<file path="src/rtl/jtcontra_gfx_romarb.sv">
// Graphics ROM port arbiter for one 007121 instance: shares the 16-bit SDRAM
// read port between the tilemap (scr) and object (obj) fetchers.
module jtcontra_gfx_romarb #(
  parameter int AW = 18,
  parameter int RR = 0
) (
  input  logic          clk,
  input  logic          rst,
  input  logic [1:0]    gfx_en,
  input  logic          scr_cs,
  input  logic [AW-1:0] scr_addr,
  output logic          scr_ok,
  output logic [15:0]   scr_data,
  input  logic          obj_cs,
  input  logic [AW-1:0] obj_addr,
  output logic          obj_ok,
  output logic [15:0]   obj_data,
  output logic          rom_cs,
  output logic [AW-1:0] rom_addr,
  output logic          rom_obj_sel,
  input  logic          rom_ok,
  input  logic [15:0]   rom_data,
  output logic          busy
);

  typedef enum logic [1:0] {IDLE = 2'd0, WAIT = 2'd1, DATA = 2'd2} state_t;

  state_t        st;
  logic          scr_cs_l, obj_cs_l, ptr_obj, gnt_obj;
  logic [AW-1:0] scr_addr_l, obj_addr_l, gnt_addr;
  logic          new_scr, new_obj, pend_scr, pend_obj, req_scr, req_obj, pick_obj;

  assign busy = (st != IDLE);

  // A requester already in flight is not pending, so it is neither re-granted
  // nor answered by the gating path while its SDRAM access is open.
  always_comb begin
    new_scr  = scr_cs & (~scr_cs_l | (scr_addr != scr_addr_l));
    new_obj  = obj_cs & (~obj_cs_l | (obj_addr != obj_addr_l));
    pend_scr = scr_cs & ~scr_ok & ~(busy & ~gnt_obj);
    pend_obj = obj_cs & ~obj_ok & ~(busy & gnt_obj);
    req_scr  = pend_scr & gfx_en[0];
    req_obj  = pend_obj & gfx_en[1];
    pick_obj = req_obj & (~req_scr | ((RR != 0) & ptr_obj));
  end

  always_ff @(posedge clk) begin
    if (rst) begin
      st          <= IDLE;
      rom_cs      <= 1'b0;
      rom_addr    <= '0;
      rom_obj_sel <= 1'b0;
      scr_ok      <= 1'b0;
      obj_ok      <= 1'b0;
      scr_data    <= '0;
      obj_data    <= '0;
      scr_cs_l    <= 1'b0;
      obj_cs_l    <= 1'b0;
      scr_addr_l  <= '0;
      obj_addr_l  <= '0;
      gnt_addr    <= '0;
      gnt_obj     <= 1'b0;
      ptr_obj     <= 1'b0;
    end else begin
      scr_cs_l   <= scr_cs;
      obj_cs_l   <= obj_cs;
      scr_addr_l <= scr_addr;
      obj_addr_l <= obj_addr;

      if (!scr_cs || new_scr) scr_ok <= 1'b0;
      if (!obj_cs || new_obj) obj_ok <= 1'b0;
      // Disabled layers are answered with blank data without touching SDRAM
      if (pend_scr && !gfx_en[0]) begin
        scr_ok   <= 1'b1;
        scr_data <= '0;
      end
      if (pend_obj && !gfx_en[1]) begin
        obj_ok   <= 1'b1;
        obj_data <= '0;
      end

      case (st)
        IDLE: begin
          if (req_scr || req_obj) begin
            rom_cs      <= 1'b1;
            rom_addr    <= pick_obj ? obj_addr : scr_addr;
            gnt_addr    <= pick_obj ? obj_addr : scr_addr;
            rom_obj_sel <= pick_obj;
            gnt_obj     <= pick_obj;
            if (RR != 0) ptr_obj <= ~ptr_obj;
            st          <= WAIT;
          end else begin
            rom_cs <= 1'b0;
          end
        end
        // rom_ok seen here still belongs to the previous access
        WAIT: st <= DATA;
        DATA: begin
          if (rom_ok) begin
            rom_cs <= 1'b0;
            st     <= IDLE;
            // Data is only delivered if the requester still wants this address
            if (gnt_obj) begin
              if (obj_cs && (obj_addr == gnt_addr)) begin
                obj_data <= rom_data;
                obj_ok   <= 1'b1;
              end
            end else if (scr_cs && (scr_addr == gnt_addr)) begin
              scr_data <= rom_data;
              scr_ok   <= 1'b1;
            end
          end
        end
        default: st <= IDLE;
      endcase
    end
  end

endmodule
</file>
<file path="config.mk">
export PLATFORM = sky130hd
export DESIGN_NAME = jtcontra_gfx_romarb
export DESIGN_NICKNAME = d
export VERILOG_FILES = /design/src/rtl/jtcontra_gfx_romarb.sv
export SDC_FILE = /design/constraint.sdc
export NUM_CORES = 1
export LEC_CHECK = 0
export BUFFER_PORTS_ARGS = -buffer_cell sky130_fd_sc_hd__buf_4
export CORE_MARGIN = 2
export CORE_UTILIZATION = 47
export DETAILED_ROUTE_END_ITERATION = 7
export PLACE_DENSITY = 0.76
export SLEW_MARGIN = 25
export SYNTH_ARGS = -nofsm -noshare
export SYNTH_HDL_FRONTEND = slang
export SYNTH_SLANG_ARGS = --single-unit
</file>
<file path="constraint.sdc">
create_clock -name clk -period 1.8 [get_ports clk]
set_input_delay 0.18 -clock clk [delete_from_list [all_inputs] [get_ports clk]]
set_output_delay 0.18 -clock clk [all_outputs]
set_load 0.01 [all_outputs]
</file>
==> flow_summary.ini <==
[run_status]
outcome = finished clean

[power]
p_int_mw = 3.185
switchingPower_mw = 1.383
p_seq_share_pct = 49.9
power_density_mw_per_mm2 = 827.1
p_leak_nw = 2.434
netSwitchingFraction_pct = 30.28
clock_power_share_pct = 30.1
power_frac_comb_pct = 20.0
peakVddDrop_mv = 0.4676

[logic_synthesis]
post-synth-top-area-cell = dfxtp_1
syn_nets = 497
yosys-top-cells-area = dfxtp_1, xor2_1, mux2i_1, xnor2_1, nand2_1
ys_warn_count = 0
ys_async_sr_fraction_pct = 0
synth_top_family_by_area = simple AND/OR/NAND/NOR gates
synth_ff_type = dfxtp_1
synth_xor_area_share_pct = 15.24
syn-cell-area_mm2 = 0.004139
synth_fa_ha_area_share_pct = 0
synthMuxAreaShare_pct = 7.981
synth-edff-count = 0
synthCells = 438
netlist.area_leader.share_pct = 45.47
avgSynthCellArea_um2 = 9.450
ys_types = 35
yosysSeqAreaShare_pct = 45.47
synth_compound_area_share_pct = 5.955
yosys_register_bits = 94
synth-simple-area-share_pct = 22.79

[hold_path]
hold_depth = 2
hp-class = input pin to flip-flop
hold_start = scr_addr[4]
hold_end = scr_addr_l[4]$_SDFF_PP0_

[floorplan]
die_height_um = 97.84
start_util_pct = 47.93
coreArea_mm2 = 0.008636
fp-row-count = 34
dieArea_mm2 = 0.009573
top_level_ports = 114
die_w_um = 97.84

[placed_design]
gp_congestion = 0.8557
dp_hpwl_mm = 8.109
post-place-ws_ps = -1.204
dp.cells = 654
portBuffers = 113

[timing]
worst_slack_ps = 40.91
max_freq_mhz = 568.5
skew_ps = 12.15
hold_ws_ps = 76.22
maxSlewViolCount = 0
fin_crit_ps = 1759
hold_viol = 0
slew_headroom_pct = 63.59
min_period_over_period_pct = 97.73
setup_viol = 0
rsz0062_at_grt = yes
worst_slew_pin_slew_ps = 546.2

[final_layout]
final_common_cell = buf_4
fillers = 699
fin_nets = 618
syn_to_final_growth_pct = 33.43
final_cells = 672
layout-drive-gt1-share_pct = 28.55
antenna_cells = 0
layout_common_cells = buf_4, dfxtp_1, nand2_1

[clock_network]
cts_root_buf = clkbuf_8
cts_tree = built
cts_made_buffers = 9
clk_latency_ps = 360
hold_buffers = 0
path_clk_slew_ps = 100
clockBufferDepth = 2
clock-sinks = 94
htree_levels = 3

[routing]
via_per_inst = 5.254
postRouteWirelength_mm = 10.94
dr_total_vias = 3531
wl_per_cell_um = 16.27
ant_nets = 0
drc = 0
drt_iter0_markers = 151
first_pass_iters = 4

[critical_path]
path_max_fanout = 16
crit_slowest_cell = or4_4
crit_required_ps = 2090
critPathMaxStageDelay_ps = 560
crit_path_end_kind = flip-flop
rr_startpoint = st[0]$_SDFFE_PP0P_
r2r_setup_slack_ps = 40
path_delay_family = simple AND/OR/NAND/NOR gates
worstPathCellList = nand3b_1, or4_4, nor4_4, nand2_4, buf_12, mux2i_1
reg2regPathDepth = 6
cp-start-kind = flip-flop
reg2reg_to = obj_data[3]$_SDFF_PP0_
critPathKind = flip-flop to flip-flop
arrival_ps = 2040
cp_num_buf_inv = 1

[global_route]
overflow = 0
grt_pass1_wl_mm = 17.70
antenna_found_initial = 0
grt_max_degree = 52
grt_pass1_vias = 3442
gr-usage-all-layers_pct = 22.95

[flow_run]
max-cap-violations = 0
## flip-flops by register name, summed over array words and instances, names as in the netlist
name	cells
obj_addr_l	18
scr_data	16
scr_cs_l	1
obj_data	16
scr_addr_l	18
rom_cs	1
scr_ok	1
obj_ok	1
st	2
obj_cs_l	1
gnt_addr	18
gnt_obj	1
## synth_stat cells, types with 2 or more instances
library cell / instances
xnor2_1: 31
nor3_1: 3
buf_1: 2
nand4_1: 11
nor4_1: 9
nand2b_1: 16
o21ai_0: 2
a311oi_1: 18
clkbuf_1: 13
a21oi_1: 3
buf_2: 4
nor2b_1: 41
o211a_1: 2
dfxtp_1: 94
mux2i_1: 33
nand2_1: 71
xor2_1: 41
nor2_1: 25
inv_1: 3
## cell families (layout without fill, tap and decap cells)
| kind of cell | Yosys count | count (layout) |
|---|---|---|
| multiplexers | 33 | 33 |
| flip-flops | 94 | 94 |
| buffers and inverters | 24 | 150 |
| XOR/XNOR | 72 | 72 |
| AND/OR/NAND/NOR | 184 | 184 |
| AO/OA/AOI/OAI | 31 | 31 |
## layout make-up
class	count	area (um2)	area share [%]
multi-input combinational	320	2225	40.28
sequential	94	1882	34.07
timing repair buffer	131	1071	19.39
tap	108	135.1	2.447
clock buffer	9	123.9	2.243
clock inverter	7	75.07	1.359
inverter	3	11.26	0.2039
## power groups by stage
stage | Sequential, mW | Clock [mW] | Combinational (mW)
after global placement | 2.32 | 0 | 0.817
final | 2.28 | 1.38 | 0.913
after detailed placement | 2.33 | 0 | 0.835
after global routing | 2.30 | 1.49 | 0.987
after floorplan | 2.34 | 0 | 0.414
after CTS | 2.28 | 1.40 | 0.873
## routing by layer
layer | vias up | share of wire (%) | global-route usage (%)
met1 | 1680 | 43 | 29.52
met2 | 124 | 48 | 38.15
li1 | 1710 | - | -
met3 | 17 | 6.9 | 5.655
met5 | - | 0 | 0
met4 | 0 | 2.0 | 7.051
## metrics by stage
step | TNS, ps | instance area, um2 | total power [mW] | utilization [%]
2_1_floorplan | 0 | 4139 | 2.755 | -
3_5_place_dp | -1.204 | 5197 | 3.162 | 60.19
6_report | 0 | 5523 | 4.568 | 63.95
5_1_grt | -84.19 | 5523 | 4.776 | 63.95
4_1_cts | 0 | 5451 | 4.549 | 63.13
3_3_place_gp | 0 | 5197 | 3.140 | 60.19
## worst max path at each step
stage,from,depth (start not counted),endpoint,slack (ps)
CTS,gnt_obj$_SDFFE_PP0P_,6,gnt_addr[1]$_SDFFE_PP0P_,10
floorplan,gnt_addr[2]$_SDFFE_PP0P_,6,obj_data[10]$_SDFF_PP0_,10
detailed placement,st[0]$_SDFFE_PP0P_,5,obj_data[3]$_SDFF_PP0_,-1
global route,st[0]$_SDFFE_PP0P_,6,obj_data[3]$_SDFF_PP0_,-20
global placement,st[0]$_SDFFE_PP0P_,5,obj_data[6]$_SDFF_PP0_,30
finish,st[0]$_SDFFE_PP0P_,6,obj_data[3]$_SDFF_PP0_,40
## timing repair
item                       4_1_cts  5_1_grt
pin swaps                        1        2
setup buffers                    1        0
resized for setup                2       12
cloned                           1        0
setup endpoints to repair       11       43
Power figures use the tool's default switching activity.
